$ cat src/rtl/vp_ctrl_pkg.sv
// Constants shared between the control unit and the instruction fetch unit:
// next-PC source selects, fetch FSM state encodings and the opcode width.
package vp_ctrl_pkg;

  localparam int OP_W = 8;

  localparam logic [1:0] PCSRC_ALU    = 2'd0;
  localparam logic [1:0] PCSRC_ALUOUT = 2'd1;
  localparam logic [1:0] PCSRC_JUMP   = 2'd2;
  localparam logic [1:0] PCSRC_RA     = 2'd3;

  typedef enum logic [1:0] {
    FS_IDLE  = 2'd0,
    FS_REQ   = 2'd1,
    FS_VALID = 2'd2
  } fetch_state_t;

endpackage

$ cat src/rtl/instr_fetch_unit_if.sv
// Instruction-memory read port: req/ack handshake with address and read data.
interface instr_fetch_unit_if #(
  parameter int ADDR_W  = 16,
  parameter int INSTR_W = 32
);
  logic               imem_req;
  logic [ADDR_W-1:0]  imem_addr;
  logic [INSTR_W-1:0] imem_rdata;
  logic               imem_ack;

  modport master (output imem_req, output imem_addr, input imem_rdata, input imem_ack);
  modport slave  (input imem_req, input imem_addr, output imem_rdata, output imem_ack);
endinterface

$ cat src/rtl/instr_fetch_unit_pc_register.sv
// Program counter: next-PC select mux and the PC flop, loaded on
// pcWrite or on pcWriteCond qualified by the ALU zero flag.
module pc_register
  import vp_ctrl_pkg::*;
#(
  parameter int               ADDR_W   = 16,
  parameter logic [ADDR_W-1:0] RESET_PC = '0
) (
  input  logic              CLK,
  input  logic              Reset,
  input  logic              pcWrite,
  input  logic              pcWriteCond,
  input  logic              zero,
  input  logic [1:0]        pcSrc,
  input  logic [ADDR_W-1:0] alu_result,
  input  logic [ADDR_W-1:0] alu_out,
  input  logic [ADDR_W-1:0] jump,
  input  logic [ADDR_W-1:0] ra_value,
  output logic [ADDR_W-1:0] pc
);

  logic              pc_en;
  logic [ADDR_W-1:0] pc_next;

  // pcWrite dominates: with it set the branch condition is irrelevant.
  assign pc_en = pcWrite | (pcWriteCond & zero);

  always_comb begin
    pc_next = alu_result;
    case (pcSrc)
      PCSRC_ALU:    pc_next = alu_result;
      PCSRC_ALUOUT: pc_next = alu_out;
      PCSRC_JUMP:   pc_next = jump;
      PCSRC_RA:     pc_next = ra_value;
      default:      pc_next = alu_result;
    endcase
  end

  always_ff @(posedge CLK or posedge Reset) begin
    if (Reset)      pc <= RESET_PC;
    else if (pc_en) pc <= pc_next;
  end

endmodule

$ cat src/rtl/instr_fetch_unit.sv
// Fetch unit: owns PC and IR, runs one req/ack instruction read per
// fetch_start with a bounded wait, and presents the opcode to control.
module instr_fetch_unit
  import vp_ctrl_pkg::*;
#(
  parameter int               ADDR_W   = 16,
  parameter int               INSTR_W  = 32,
  parameter logic [ADDR_W-1:0] RESET_PC = '0,
  parameter int               WAIT_MAX = 15
) (
  input  logic                CLK,
  input  logic                Reset,
  input  logic                fetch_start,
  input  logic                pcWrite,
  input  logic                pcWriteCond,
  input  logic                zero,
  input  logic [1:0]          pcSrc,
  input  logic [ADDR_W-1:0]   alu_result,
  input  logic [ADDR_W-1:0]   alu_out,
  input  logic [ADDR_W-1:0]   ra_value,
  instr_fetch_unit_if.master  imem,
  output logic [ADDR_W-1:0]   pc,
  output logic [INSTR_W-1:0]  instr,
  output logic [OP_W-1:0]     op,
  output logic                ir_valid,
  output logic                fetch_err,
  output logic                busy
);

  localparam int CNT_W = (WAIT_MAX > 1) ? $clog2(WAIT_MAX) : 1;
  localparam logic [CNT_W-1:0] CNT_LAST = CNT_W'(WAIT_MAX - 1);

  fetch_state_t      state_q, state_d;
  logic [ADDR_W-1:0] fetch_addr;
  logic [CNT_W-1:0]  wait_cnt;
  logic              wait_done;

  assign wait_done = (wait_cnt == CNT_LAST);
  assign op        = instr[INSTR_W-1 -: OP_W];

  pc_register #(
    .ADDR_W   (ADDR_W),
    .RESET_PC (RESET_PC)
  ) u_pc (
    .CLK         (CLK),
    .Reset       (Reset),
    .pcWrite     (pcWrite),
    .pcWriteCond (pcWriteCond),
    .zero        (zero),
    .pcSrc       (pcSrc),
    .alu_result  (alu_result),
    .alu_out     (alu_out),
    .jump        (instr[ADDR_W-1:0]),
    .ra_value    (ra_value),
    .pc          (pc)
  );

  always_ff @(posedge CLK or posedge Reset) begin
    if (Reset) state_q <= FS_IDLE;
    else       state_q <= state_d;
  end

  always_comb begin
    state_d = state_q;
    case (state_q)
      FS_IDLE:  if (fetch_start) state_d = FS_REQ;
      FS_REQ: begin
        if (imem.imem_ack)  state_d = FS_VALID;
        else if (wait_done) state_d = FS_IDLE;
      end
      FS_VALID: state_d = FS_IDLE;
      default:  state_d = FS_IDLE;
    endcase
  end

  // Outputs decode from the registered state so imem_req falls as soon as
  // Reset forces the state back to IDLE.
  always_comb begin
    imem.imem_req  = 1'b0;
    imem.imem_addr = '0;
    ir_valid       = 1'b0;
    fetch_err      = 1'b0;
    busy           = (state_q != FS_IDLE);
    case (state_q)
      FS_REQ: begin
        imem.imem_req  = 1'b1;
        imem.imem_addr = fetch_addr;
        fetch_err      = ~imem.imem_ack & wait_done;
      end
      FS_VALID: ir_valid = 1'b1;
      default: ;
    endcase
  end

  // fetch_addr freezes the read address so PC writes during REQ are harmless.
  always_ff @(posedge CLK or posedge Reset) begin
    if (Reset) begin
      fetch_addr <= '0;
      wait_cnt   <= '0;
      instr      <= '0;
    end else begin
      case (state_q)
        FS_IDLE: if (fetch_start) begin
          fetch_addr <= pc;
          wait_cnt   <= '0;
        end
        FS_REQ: begin
          if (imem.imem_ack)  instr    <= imem.imem_rdata;
          else if (!wait_done) wait_cnt <= wait_cnt + 1'b1;
        end
        default: ;
      endcase
    end
  end

endmodule

$ cat src/flat_wrapper.sv
// flat-port wrapper written by rule: the top's interface ports become plain ports
module instr_fetch_unit_flat import vp_ctrl_pkg::*;
#(
  parameter int               ADDR_W   = 16,
  parameter int               INSTR_W  = 32,
  parameter logic [ADDR_W-1:0] RESET_PC = '0,
  parameter int               WAIT_MAX = 15
)
  (CLK, Reset, fetch_start, pcWrite, pcWriteCond, zero, pcSrc, alu_result, alu_out, ra_value, pc, instr, op, ir_valid, fetch_err, busy, imem_imem_req, imem_imem_addr, imem_imem_rdata, imem_imem_ack);
  instr_fetch_unit_if #(.ADDR_W(ADDR_W), .INSTR_W(INSTR_W)) imem_i ();
  input  logic CLK;
  input  logic Reset;
  input  logic fetch_start;
  input  logic pcWrite;
  input  logic pcWriteCond;
  input  logic zero;
  input  logic [1:0] pcSrc;
  input  logic [ADDR_W-1:0] alu_result;
  input  logic [ADDR_W-1:0] alu_out;
  input  logic [ADDR_W-1:0] ra_value;
  output logic [ADDR_W-1:0] pc;
  output logic [INSTR_W-1:0] instr;
  output logic [OP_W-1:0] op;
  output logic ir_valid;
  output logic fetch_err;
  output logic busy;
  output wire logic [$bits(imem_i.imem_req)-1:0] imem_imem_req;
  output wire logic [$bits(imem_i.imem_addr)-1:0] imem_imem_addr;
  input wire logic [$bits(imem_i.imem_rdata)-1:0] imem_imem_rdata;
  input wire logic [$bits(imem_i.imem_ack)-1:0] imem_imem_ack;
  assign imem_imem_req = imem_i.imem_req;
  assign imem_imem_addr = imem_i.imem_addr;
  assign imem_i.imem_rdata = imem_imem_rdata;
  assign imem_i.imem_ack = imem_imem_ack;
  instr_fetch_unit #(.ADDR_W(ADDR_W), .INSTR_W(INSTR_W), .RESET_PC(RESET_PC), .WAIT_MAX(WAIT_MAX)) u_core (.CLK(CLK), .Reset(Reset), .fetch_start(fetch_start), .pcWrite(pcWrite), .pcWriteCond(pcWriteCond), .zero(zero), .pcSrc(pcSrc), .alu_result(alu_result), .alu_out(alu_out), .ra_value(ra_value), .imem(imem_i), .pc(pc), .instr(instr), .op(op), .ir_valid(ir_valid), .fetch_err(fetch_err), .busy(busy));
endmodule
$ cat config.mk
export PLATFORM = sky130hd
export DESIGN_NAME = instr_fetch_unit_flat
export DESIGN_NICKNAME = d
export VERILOG_FILES = /design/src/rtl/vp_ctrl_pkg.sv /design/src/rtl/instr_fetch_unit_if.sv /design/src/rtl/instr_fetch_unit_pc_register.sv /design/src/rtl/instr_fetch_unit.sv /design/src/flat_wrapper.sv
export SDC_FILE = /design/constraint.sdc
export NUM_CORES = 1
export LEC_CHECK = 0
export CORE_MARGIN = 2
export CORE_UTILIZATION = 35
export CTS_CLUSTER_DIAMETER = 60
export DETAILED_ROUTE_END_ITERATION = 12
export MAX_ROUTING_LAYER = met4
export PLACE_DENSITY = 0.69
export REMOVE_ABC_BUFFERS = 1
export SLEW_MARGIN = 20
export SYNTH_ARGS = -nofsm -noshare
export SYNTH_HDL_FRONTEND = slang
export SYNTH_SLANG_ARGS = --single-unit
$ cat constraint.sdc
create_clock -name CLK -period 2.45 [get_ports CLK]
set_clock_uncertainty 0.15 [all_clocks]
set_input_delay 0.3675 -clock CLK [delete_from_list [all_inputs] [get_ports CLK]]
set_output_delay 0.3675 -clock CLK [all_outputs]
set_load 0.01 [all_outputs]
==> out/metrics.cfg <==
[outcome]
outcome = finished clean

[clocking]
cts_tree = done
clkTransAtPathRegs_ns = 0.07
cts-buffers-inserted = 9
cts_buffer_depth = 2
clkLatencyLatePin_ns = 0.33
cts_num_sinks = 70
cts-root-buf = clkbuf_8
ctsHoldBuffers = 0
cts_setup_buffers = 0
htreeDepth = 3

[power_and_ir_drop]
p_seq_frac = 0.381
peakVddDrop_uv = 624
p_switching_mw = 1.52
p_sw_frac = 0.294
p_leak_nw = 2.15
p_comb_frac = 0.458
p_clk_frac = 0.161
total_power_mw = 5.17
p_int_mw = 3.65
power.density_mw_per_mm2 = 990

[timing]
finalSetupViolCount = 0
max_slew_margin = 0.688
final_max_slew_viol_count = 0
setup_tns_ns = 0
worst_pin_slew_ns = 0.468
hold_viol = 0
period_share = 0.944
hold_ws_ns = 0.217
fin_crit_ns = 2.31
rsz0062_at_grt = false
fmax_mhz = 432

[finish]
n_antenna_cell = 0
final_util = 0.568
final_nets = 472
final-instance-count-excl-fill = 495
area.growth.synth_to_final_pct = 58.5
fillerInstances = 789
drive_above_1_share = 0.273

[critical_path]
crit_fanout = 15
critical_path_class = flip-flop to primary output
start_kind = flip-flop
r2r_slack_ns = 0.67
worstPathRequired_ns = 1.93
worstPathArrival_ns = 1.80
end_kind = primary output
r2r_cells = 5

[floorplan]
start_util = 0.358
rows = 35
coreArea_mm2 = 0.00920
die_area_mm2 = 0.0102
die_h_um = 101
ios = 165
die_x_um = 101

[synth]
synth_area_mm2 = 0.00330
syn_inst = 214
ys_seq_area_frac = 0.532
yosys_warnings = 0
yosysUniqueCellTypes = 28
ys_ff_latch = 70
synth_area_leaders = dfrtp_1, mux2_2, mux4_2
syn_area_per_cell_um2 = 15.4
synth_top_area_share = 0.532
yosys.area.top_type = dfrtp_1

[grt]
met2_usage = 0.289
grt_pass1_vias = 2609
grt_use_met3 = 0.0444
grt_first_pass_wirelength_um = 13200
grt_util_met1 = 0.214
grt_max_degree = 32
antenna_found_initial = 0
grt_use_total = 0.176
overflow = 0
top_usage_layer = met2

[route]
drt_iter0_drc = 51
drt_first_pass_iters = 4
remaining_drc_errors = 0
antenna_left = 0
via_per_inst = 4.87
drt_wl_total_um = 8420
routedWlPerCell_um = 17.0
num_vias = 2412

[hold_path]
hold_path_class = primary input to async pin

[run]
drv_cap = 0

[placement]
place_congestion = 0.755
placed_cells = 481
port_buffers = 164
dp_hpwl_um = 6240

## critical path, cell delays in order (launching register included)
cell	delay (ns)
dfrtp_1	0.43
nor2b_2	0.17
buf_6	0.18
and2_1	0.14
clkdlybuf4s50_1	0.54
## placed cells by master (no fill, tap or decap), drive strengths merged, types with 2 or more instances in the layout
| cell type | instances |
|---|---|
| nand3 | 4 |
| mux2 | 64 |
| or3b | 2 |
| mux4 | 16 |
| and2 | 16 |
| o21ai | 2 |
| mux2i | 2 |
| nor2b | 2 |
| dfrtp | 70 |
| nand2 | 3 |
| clkbuf | 13 |
| buf | 12 |
| clkdlybuf4s50 | 163 |
| ha | 2 |
| inv | 3 |
## through the flow
stage                     setup slack (ns)  cell area, um^2
after floorplan                      0.164             3140
after global placement             0.00565             5050
after detailed placement            0.0130             5050
after CTS                           0.0465             5220
after global routing                0.0228             5230
final                                0.137             5230
## per-layer routing
layer	wire length (um)	part of all wire
met4	101	0.012
met2	4100	0.49
met3	594	0.071
met1	3630	0.43
met5	0	0
## sequential cells by signal (all words and copies together), names as in the netlist
name	flops
u_core.wait_cnt	4
u_core.u_pc.pc	16
u_core.state_q	2
u_core.instr	32
u_core.fetch_addr	16
## Yosys cell counts
cell type / number
a21oi_2: 1
and2_1: 16
and3_1: 1
buf_12: 1
buf_2: 5
buf_4: 8
buf_6: 4
clkbuf_1: 2
dfrtp_1: 70
ha_1: 2
inv_1: 3
mux2_2: 64
mux2i_1: 2
mux4_1: 6
mux4_2: 10
nand2_1: 2
nand2_2: 1
nand3_1: 4
nor2_1: 1
nor2b_1: 2
nor3_1: 1
nor3b_1: 1
o211ai_1: 1
o21ai_0: 2
o31ai_1: 1
or2_2: 1
or3b_1: 1
or3b_2: 1
## area by class of cell
cell class,count,area (um^2),area share
tap,111,139,0.0266
clock buffer,13,169,0.0323
multi-input combinational,121,1380,0.264
inverter,3,11.3,0.00216
clock inverter,1,5.00,0.000958
sequential,70,1750,0.335
timing repair buffer,176,1770,0.339
## kinds of logic (layout without fill, tap and decap cells)
| group | Yosys count | after routing | synth area share |
|---|---|---|---|
| adders and majority gates | 2 | 2 | 0.00759 |
| and+or+nand+nor | 32 | 32 | 0.0585 |
| AOI/OAI and AO/OA | 5 | 5 | 0.0103 |
| DFF | 70 | 70 | 0.532 |
| buffers and inverters | 23 | 193 | 0.0513 |
| muxes | 82 | 82 | 0.341 |
## power groups by stage
stage / Clock, mW / Combinational (mW) / Sequential [mW]
finish: 0.834 / 2.37 / 1.97
global route: 0.928 / 2.54 / 2.04
CTS: 0.872 / 2.40 / 1.97
detailed placement: 0 / 2.39 / 1.99
global placement: 0 / 2.35 / 1.96
floorplan: 0 / 0.821 / 2.13
## path summary, 6_finish.rpt
kind	from	endpoint
max	u_core.state_q[1]	imem_imem_addr[1]
min	Reset	u_core.instr[31]
max reg2reg	u_core.state_q[0]	u_core.instr[3]
min reg2reg	u_core.fetch_addr[5]	u_core.fetch_addr[5]
max in group asynchronous	Reset	u_core.fetch_addr[8]
min in group CLK	u_core.fetch_addr[5]	u_core.fetch_addr[5]
## what timing repair did
action                                  4_1_cts  5_1_grt
endpoints found under the setup margin        1       13
gates resized for setup                       1        2
gates cloned                                  0        0
(Power assumes the default switching activity.)
